==> config.mk <==
export PLATFORM = sky130hd
export DESIGN_NAME = sseg_scan_driver
export DESIGN_NICKNAME = d
export VERILOG_FILES = /design/src/rtl/sseg_scan_driver_pkg.sv /design/src/rtl/hex7seg_decode.sv /design/src/rtl/sseg_scan_driver.sv
export SDC_FILE = /design/constraint.sdc
export NUM_CORES = 1
export LEC_CHECK = 0
export ABC_AREA = 1
export CORE_MARGIN = 4
export CORE_UTILIZATION = 55
export DETAILED_ROUTE_END_ITERATION = 10
export PLACE_DENSITY_LB_ADDON = 0.05
export SYNTH_ARGS = -nofsm -noshare
export SYNTH_HDL_FRONTEND = slang
export SYNTH_SLANG_ARGS = --single-unit
==> constraint.sdc <==
create_clock -name clk -period 2.1 [get_ports clk]
set_input_delay 0.21 -clock clk [delete_from_list [all_inputs] [get_ports clk]]
set_output_delay 0.21 -clock clk [all_outputs]
set_load 0.02 [all_outputs]
==> src/rtl/sseg_scan_driver_pkg.sv <==
// Shared segment encodings and anode polarity helper for the seven-segment scan driver.
package sseg_scan_driver_pkg;

  localparam int unsigned SEG_W = 7;
  localparam int unsigned AN_MAX = 8;

  // Segment order is a..g with a at index 0; a 0 lights the segment.
  typedef logic [0:SEG_W-1] seg_t;

  localparam seg_t SEG_BLANK = 7'b1111111;

  localparam seg_t SEG_TABLE [16] = '{
    7'b0000001, 7'b1001111, 7'b0010010, 7'b0000110,
    7'b1001100, 7'b0100100, 7'b0100000, 7'b0001111,
    7'b0000000, 7'b0000100, 7'b0001000, 7'b1100000,
    7'b0110001, 7'b1000010, 7'b0110000, 7'b0111000
  };

  // Maps an active-high one-hot (or all-zero) select onto the board's anode polarity.
  function automatic logic [AN_MAX-1:0] an_drive(input logic [AN_MAX-1:0] onehot,
                                                  input logic active_low);
    return active_low ? ~onehot : onehot;
  endfunction

endpackage

==> src/rtl/hex7seg_decode.sv <==
// Combinational hex digit to active-low seven-segment decoder.
module hex7seg_decode
  import sseg_scan_driver_pkg::*;
(
  input  logic [3:0] value,
  output logic [0:6] seg
);

  always_comb begin
    seg = SEG_TABLE[value];
  end

endmodule

==> src/rtl/sseg_scan_driver.sv <==
// Time-multiplexed N-digit common-anode seven-segment driver with frame snapshots,
// leading-zero blanking and a display enable.
module sseg_scan_driver
  import sseg_scan_driver_pkg::*;
#(
  parameter int unsigned N_DIGITS      = 4,
  parameter int unsigned SCAN_DIV      = 50000,
  parameter int unsigned AN_ACTIVE_LOW = 1
) (
  input  logic                  clk,
  input  logic                  rst,
  input  logic [4*N_DIGITS-1:0] digits,
  input  logic [N_DIGITS-1:0]   dp_in,
  input  logic                  blank_lz,
  input  logic                  en,
  output logic [0:6]            sseg,
  output logic                  dp,
  output logic [N_DIGITS-1:0]   an,
  output logic                  frame_start
);

  localparam int unsigned CNT_W = (SCAN_DIV > 1) ? $clog2(SCAN_DIV) : 1;
  localparam int unsigned IDX_W = (N_DIGITS > 1) ? $clog2(N_DIGITS) : 1;
  localparam logic [CNT_W-1:0] CNT_LAST = CNT_W'(SCAN_DIV - 1);
  localparam logic [IDX_W-1:0] IDX_LAST = IDX_W'(N_DIGITS - 1);
  localparam logic             AN_LOW   = (AN_ACTIVE_LOW != 0);
  localparam logic [N_DIGITS-1:0] AN_OFF = N_DIGITS'(an_drive(AN_MAX'(0), AN_LOW));

  logic [CNT_W-1:0]      cnt;
  logic [IDX_W-1:0]      idx;
  logic [4*N_DIGITS-1:0] snap_digits;
  logic [N_DIGITS-1:0]   snap_dp;
  logic                  valid;
  logic                  load_pending;

  logic                  wrap_c;
  logic                  load_c;
  logic [3:0]            cur_digit_c;
  logic                  cur_dp_c;
  logic                  lz_c;
  logic                  zero_run_c;
  logic [0:6]            dec_seg_c;
  logic [N_DIGITS-1:0]   an_onehot_c;

  assign wrap_c      = (cnt == CNT_LAST);
  assign load_c      = load_pending | (wrap_c & (idx == IDX_LAST));
  assign an_onehot_c = N_DIGITS'(1) << idx;

  // Select the scanned digit and decide whether it sits inside the leading-zero run.
  always_comb begin
    cur_digit_c = 4'd0;
    cur_dp_c    = 1'b0;
    lz_c        = 1'b0;
    zero_run_c  = 1'b1;
    for (int i = N_DIGITS - 1; i >= 0; i--) begin
      zero_run_c = zero_run_c & (snap_digits[4*i +: 4] == 4'd0);
      if (idx == IDX_W'(i)) begin
        cur_digit_c = snap_digits[4*i +: 4];
        cur_dp_c    = snap_dp[i];
        lz_c        = zero_run_c & (i != 0);
      end
    end
  end

  hex7seg_decode u_decode (
    .value (cur_digit_c),
    .seg   (dec_seg_c)
  );

  // The priming load holds the counter so the first frame gives every digit a full slot.
  always_ff @(posedge clk or posedge rst) begin
    if (rst) begin
      cnt          <= '0;
      idx          <= '0;
      snap_digits  <= '0;
      snap_dp      <= '0;
      valid        <= 1'b0;
      load_pending <= 1'b1;
      frame_start  <= 1'b0;
    end else begin
      frame_start <= load_c;
      if (load_c) begin
        snap_digits  <= digits;
        snap_dp      <= dp_in;
        valid        <= 1'b1;
        load_pending <= 1'b0;
      end
      if (!load_pending) begin
        if (wrap_c) begin
          cnt <= '0;
          idx <= (idx == IDX_LAST) ? '0 : idx + IDX_W'(1);
        end else begin
          cnt <= cnt + CNT_W'(1);
        end
      end
    end
  end

  always_ff @(posedge clk or posedge rst) begin
    if (rst) begin
      sseg <= SEG_BLANK;
      dp   <= 1'b1;
      an   <= AN_OFF;
    end else if (!valid || !en) begin
      sseg <= SEG_BLANK;
      dp   <= 1'b1;
      an   <= AN_OFF;
    end else begin
      sseg <= (blank_lz && lz_c) ? SEG_BLANK : dec_seg_c;
      dp   <= ~cur_dp_c;
      an   <= N_DIGITS'(an_drive(AN_MAX'(an_onehot_c), AN_LOW));
    end
  end

endmodule

==> reports/results.ini, run 1 <==
[sta]
min_setup_slack_post_route_ns=0.145
post_route_fraction_of_the_period_consumed_by_the_critical_path_pct=93.1
timing_hold_violations_final=0
finClkSkew_ns=0.00884
final_period_minus_worst_setup_slack_ns=1.95
timing.final.max_slew_violations=0
fmax_ghz=0.512
setup_viol=0

[grt]
grt_max_degree=54
global_route_wire_length_before_repair_mm=10.0
grt_overflow_total=0
number_of_global_route_vias_before_repair=2169
grt_antenna_before_repair=0
globalRouteTotalUtil_pct=20.2

[floorplan]
core_um2=4880
top_level_ports=37
floorplan.die.height_um=80.0
floorplan.die.width_um=80.0
floorplan.initialDensity_pct=58.5
std_cell_rows=25
die_area_um2=6400

[finish]
design_area_um2=3440
filler_cell_count=404
layout.cells.most_common_list=111 x sky130_fd_sc_hd__nand2_1, 52 x sky130_fd_sc_hd__nand3_1, 39 x sky130_fd_sc_hd__inv_1, 39 x sky130_fd_sc_hd__dfrtp_1, 36 x sky130_fd_sc_hd__clkdlybuf4s50_1
num_antenna_cells=0
final_net_count=442
most_frequent_standard_cell_in_the_layout_excluding_fill_and_tap_cells=sky130_fd_sc_hd__nand2_1
layout-drive-gt1-share_pct=12.7
area.growth.synth_to_final_pct=20.5

[power_and_ir_drop]
p_comb_share_pct=19.5
seqPwrFrac_pct=52.9
power.ir.vdd_worst_mv=0.467
post-layout-total-power_w=0.00232
static-leakage-power_nw=1.66
power_switching_share_pct=29.4
power_report.internal_total_w=0.00164
clock_power_share_pct=27.6
power-per-cell-area_nw_per_um2=675
p_switching_w=0.000682

[drt]
wl_mm=5.93
vias=2440
antenna_violating_nets_post_route=0
drt_pre_antenna_iters=4
drt_first_iter_violations=166
vias_per_cell=5.14
drc_errors_left=0
detail_route.wl_per_cell_um=12.5

[clock_tree]
cts_htree_levels=2
numCtsBuffers=5
cts_setup_buffers=0
tritoncts_clock_tree=built
cts-hold-fix-buffers=0
tritoncts_num_sinks=53
clk_pin_slew_ns=0.10
worst_skew_pair.late_latency_ns=0.31
clock-root-buffer=sky130_fd_sc_hd__clkbuf_8
clock_tree.buffer_depth=2

[setup_path]
worstPathArrival_ns=2.19
path_cells=inv_1 > ha_4 > inv_2 > or2_0 > nand2_2 > inv_1 > ha_1 > nand3_1 > nor2_1 > nor2_1 > nand3_1
crit_path_start=idx[1]
crit_buf_inv=3
worst_r2r_startpoint=idx[1]
critPathSlowestCell=sky130_fd_sc_hd__dfrtp_1
end_kind=flop
cp-start-kind=flop
cp_max_fo=7
cp_data_required_time_ns=2.33
critical-path-max-stage-delay_ns=0.43
critical-path-top-delay-family=simple AND/OR/NAND/NOR gates
criticalPathCategory=reg -> reg

[logic_synthesis]
yosysTopAreaCell=sky130_fd_sc_hd__dfrtp_1
synth.yosys.seq_area_share_pct=47.1
synth.ff_latch_count=53
syn_inst=369
synthTopCellsByArea=sky130_fd_sc_hd__dfrtp_1 35%, sky130_fd_sc_hd__nand2_1 15%, sky130_fd_sc_hd__dfstp_2 12%
post_synth.cell_area_avg_um2=7.73
synthDominantCellAreaShare_pct=35.1
mappedNetlistNets=404
syn-cell-area_um2=2850
yosys.cell_types.count=30
warnings_synthesis=0

[place]
routability_congestion_estimate=0.932
detailedPlace.worstSlack_ns=0.0153
numPortBuffers=36
placement.cell_area_um2=3280
dpl.hpwl_mm=4.37

[status]
run_status=completed

[hold_path]
hp-class=in -> async

[flow_run]
maxCapViolCount=0

[per-layer routing]
metal	wire (um)	global-route usage [%]	vias to the layer above
met5	0	0	-
met4	70	6.42	0
met3	438	4.40	5
met2	2660	30.7	83
met1	2760	28.9	1113
li1	-	-	1239
[registers in the layout (all words and copies together), names as in the netlist]
name and count:
an 4, cnt 16, dp 1, frame_start 1, idx 2, load_pending 1
snap_digits 16, snap_dp 4, sseg 7, valid 1
[path summary, 6_finish.rpt]
path | end | slack (ns) | cells past startpoint
min in group clk | snap_digits[6] | 0.43 | 3
worst max-delay path | sseg[0] | 0.15 | 11
max in group asynchronous | dp | 1.56 | 3
worst min-delay path | cnt[11] | 0.25 | 3
worst min register to register | dp | 0.49 | 1
worst max register to register | sseg[0] | 0.15 | 11
[power by group through the flow]
stage | logic, W | clock network (W) | registers (W)
after floorplan | 0.000287 | 0 | 0.00125
after global routing | 0.000523 | 0.000689 | 0.00124
after CTS | 0.000454 | 0.000651 | 0.00123
final | 0.000452 | 0.000641 | 0.00123
after detailed placement | 0.000452 | 0 | 0.00124
after global placement | 0.000444 | 0 | 0.00124
[through the flow]
| step | std cells | TNS (ns) | hold WS [ns] | utilization (%) |
|---|---|---|---|---|
| finish | 475 | 0 | 0.246 | 70.5 |
| global route | 475 | -0.0244 | 0.293 | 70.5 |
| detailed placement | 467 | 0 | 0.474 | 67.3 |
| global placement | 467 | 0 | 0.457 | 67.3 |
| CTS | 475 | 0 | 0.259 | 69.4 |
| floorplan | 369 | 0 | 0.320 | - |
[timing repair]
item / CTS / global route
endpoints found under the hold margin: 0 / 0
setup endpoints to repair: 0 / 7
gates resized for setup: 0 / 13
[cells in the mapped netlist (all sizes together)]
cell / count
a21oi: 11
a31oi: 2
buf: 9
conb: 1
dfrtp: 40
dfstp: 13
ha: 11
inv: 45
nand2: 119
nand3: 55
nand3b: 2
nand4: 2
nor2: 36
nor3: 3
nor3b: 1
o211ai: 2
o21ai: 11
o21bai: 1
o22ai: 1
or2: 1
xor2: 3
[final cells by class]
type,count,area [um^2],area share (%)
clock buffers,7,96.3,2.80
clock inverters,1,8.76,0.255
flip-flops and latches,53,1340,39.1
multi-input cells,262,1330,38.7
repair buffers,40,403,11.7
well taps,67,83.8,2.44
inverters,45,171,4.99
[tightest hold or removal path, stage by stage]
cell	delay, ns
sky130_fd_sc_hd__clkdlybuf4s50_1	0.41
sky130_fd_sc_hd__inv_2	0.07
sky130_fd_sc_hd__buf_12	0.26
[logic make-up after synthesis]
logic type	Yosys count	share of synthesized area, %
adders and majority gates	11	4.82
buffers and inverters	54	7.94
AOI/OAI and AO/OA	28	5.44
and+or+nand+nor	219	33.7
DFF	53	47.1
other	1	0.131
xor gates and xnor gates	3	0.921
No activity file was read; power rests on OpenSTA's default activity.
==> inputs of run 2 (changes only) <==
--- a/config.mk
+++ b/config.mk
@@ -7,7 +7,7 @@
 export LEC_CHECK = 0
 export ABC_AREA = 1
 export CORE_MARGIN = 4
-export CORE_UTILIZATION = 55
+export CORE_UTILIZATION = 59
 export DETAILED_ROUTE_END_ITERATION = 10
 export PLACE_DENSITY_LB_ADDON = 0.05
 export SYNTH_ARGS = -nofsm -noshare
==> constraint.sdc (replaced) <==
create_clock -name clk -period 2.5 [get_ports clk]
set_input_delay 0.25 -clock clk [delete_from_list [all_inputs] [get_ports clk]]
set_output_delay 0.25 -clock clk [all_outputs]
set_load 0.02 [all_outputs]
==> run 2 against run 1 <==
Compared with the run above:
- clock power fell by 18%
- sequential power fell by 16%
- global-route usage rose by 1.5 points
- critical path depth grew 1
- register-to-register slack gained 0.22 ns
- final cell count down 3.2%
- sequential share of layout area is 0.97 points higher
- non-clock buffer count fell by 2
- worst hold slack better by 0.080 ns
- clock skew hardly changed
- critical path type unchanged
==> reports/results.ini, run 2 (synthesis results as in run 1) <==
[drt]
drt_first_iter_violations=281  ; +69%
vias_per_cell=5.34  ; +3.9%
drc_errors_left=0  ; unchanged
vias=2456  ; +0.66%
drt_pre_antenna_iters=4  ; unchanged
antenna_violating_nets_post_route=0  ; unchanged
wl_mm=6.00  ; +1.2%
detail_route.wl_per_cell_um=13.0  ; +4.5%

[floorplan]
top_level_ports=37  ; unchanged
core_um2=4690  ; -3.8%
floorplan.die.width_um=77.5  ; -3.1%
die_area_um2=6010  ; -6.1%
std_cell_rows=25  ; unchanged
floorplan.initialDensity_pct=60.8  ; +2.3 points
floorplan.die.height_um=77.5  ; -3.1%

[place]
detailedPlace.worstSlack_ns=0.383  ; +0.368 ns
dpl.hpwl_mm=4.50  ; +3.2%
numPortBuffers=36  ; unchanged
routability_congestion_estimate=0.930  ; -0.17%

[power_and_ir_drop]
seqPwrFrac_pct=53.2  ; +0.3 points
p_comb_share_pct=19.8  ; +0.3 points
power.ir.vdd_worst_mv=0.645  ; +38%
power_switching_share_pct=29.2  ; -0.16 points
static-leakage-power_nw=1.65  ; -0.69%
power-per-cell-area_nw_per_um2=577  ; -14%
p_switching_w=0.000566  ; -17%
clock_power_share_pct=27.0  ; -0.6 points
power_report.internal_total_w=0.00137  ; -16%

[grt]
number_of_global_route_vias_before_repair=2258  ; +4.1%
grt_antenna_before_repair=0  ; unchanged
grt_overflow_total=0  ; unchanged
global_route_wire_length_before_repair_mm=10.5  ; +5.1%
grt_max_degree=32  ; -41%
globalRouteTotalUtil_pct=21.7  ; +1.5 points

[setup_path]
cp_data_required_time_ns=2.75  ; +0.42 ns
cp-start-kind=flop
critPathSlowestCell=sky130_fd_sc_hd__dfrtp_1
cp_max_fo=9  ; +2
worstPathArrival_ns=2.38  ; +0.19 ns
crit_buf_inv=2  ; -1
critical-path-max-stage-delay_ns=0.41  ; -0.02 ns
path_cells=inv_1 > ha_1 > nor2_1 > nand3_1 > nand3_1 > nand2_1 > inv_1 > ha_1 > nand3_1 > o21ai_0 > nand2_1 > nand2_1
critical-path-top-delay-family=simple AND/OR/NAND/NOR gates
end_kind=flop
criticalPathCategory=reg -> reg

[finish]
final_net_count=440  ; -0.45%
area.growth.synth_to_final_pct=17.5
reg_top3=cnt: 16 flops, snap_digits: 16 flops, sseg: 7 flops
most_frequent_standard_cell_in_the_layout_excluding_fill_and_tap_cells=sky130_fd_sc_hd__nand2_1
num_antenna_cells=0  ; unchanged
layout-drive-gt1-share_pct=10.1  ; -2.6 points
layout.cells.most_common_list=113 x sky130_fd_sc_hd__nand2_1, 52 x sky130_fd_sc_hd__nand3_1, 40 x sky130_fd_sc_hd__inv_1, 40 x sky130_fd_sc_hd__dfrtp_1, 36 x sky130_fd_sc_hd__clkdlybuf4s50_1

[clock_tree]
cts.repair.resized=0  ; unchanged
cts_htree_levels=2  ; unchanged
cts-hold-fix-buffers=0  ; unchanged
clk_pin_slew_ns=0.10  ; about the same
clock-root-buffer=sky130_fd_sc_hd__clkbuf_8
cts_setup_buffers=0  ; unchanged
numCtsBuffers=5  ; unchanged
clock_tree.buffer_depth=2  ; unchanged
tritoncts_num_sinks=53  ; unchanged
tritoncts_clock_tree=built
worst_skew_pair.late_latency_ns=0.31  ; about the same

[sta]
fmax_ghz=0.469  ; -8.3%
final_period_minus_worst_setup_slack_ns=2.13  ; +0.178 ns
post_route_fraction_of_the_period_consumed_by_the_critical_path_pct=85.3  ; -7.8 points
min_setup_slack_post_route_ns=0.367  ; +0.222 ns
setup_viol=0  ; unchanged
fin_tns_setup_ns=0  ; unchanged
worst_pin_slew_ns=0.570
grt_setup_unrepaired=false
finClkSkew_ns=0.00852  ; -0.000323 ns
slew_headroom_pct=61.9
timing_hold_violations_final=0  ; unchanged
timing.final.max_slew_violations=0  ; unchanged

[hold_path]
hp-class=in -> async

[status]
run_status=completed

[flow_run]
maxCapViolCount=0  ; unchanged

## run 2: cell types whose count changed in the layout (fill, tap and decap cells not counted), sizes merged
cell    before  now
inv         46   45
buf          4    2
clkinv       0    1
## run 2: per-stage QoR
step	area (um^2)	std cells	hold WS (ns)	utilization, %	total power (W)
2_1_floorplan	2850	369	0.360	-	0.00129
3_3_place_gp	3250	452	0.458	69.3	0.00141
3_5_place_dp	3250	452	0.471	69.3	0.00143
4_1_cts	3350	460	0.353	71.4	0.00195
5_1_grt	3350	460	0.377	71.4	0.00205
6_report	3350	460	0.326	71.4	0.00193
## run 2: path summary, 6_finish.rpt
path,from,to,slack (ns),depth (start not counted)
max in group asynchronous,rst,load_pending,1.56,3
hold / removal,rst,snap_digits[2],0.33,2
setup / recovery,idx[0],sseg[5],0.37,12
hold reg to reg,snap_dp[0],dp,0.48,1
setup reg to reg,idx[0],sseg[5],0.37,12
min in group clk,digits[13],snap_digits[13],0.47,3
## run 2: layer usage
layer / wire, um / part of all wire [%] / GRT usage [%] / up-vias
li1: - / - / - / 1237
met3: 390 / 6.5 / 5.10 / 10
met5: 0 / 0 / 0 / -
met1: 2850 / 47 / 31.2 / 1119
met4: 104 / 1.7 / 6.41 / 0
met2: 2650 / 44 / 33.0 / 90
## run 2: final cells by class
cell class              count  area, um^2
fillers                   384        1340
clock inverters             1        5.00
clock buffers               7        96.3
well taps                  54        67.6
repair buffers             38         388
flip-flops and latches     53        1340
multi-input cells         262        1280
inverters                  45         169
## run 2: power groups by stage
stage / clock (W) / combinational [W] / sequential, W
global route: 0.000574 / 0.000437 / 0.00104
global placement: 0 / 0.000370 / 0.00104
CTS: 0.000539 / 0.000387 / 0.00103
detailed placement: 0 / 0.000383 / 0.00104
floorplan: 0 / 0.000241 / 0.00105
finish: 0.000523 / 0.000384 / 0.00103
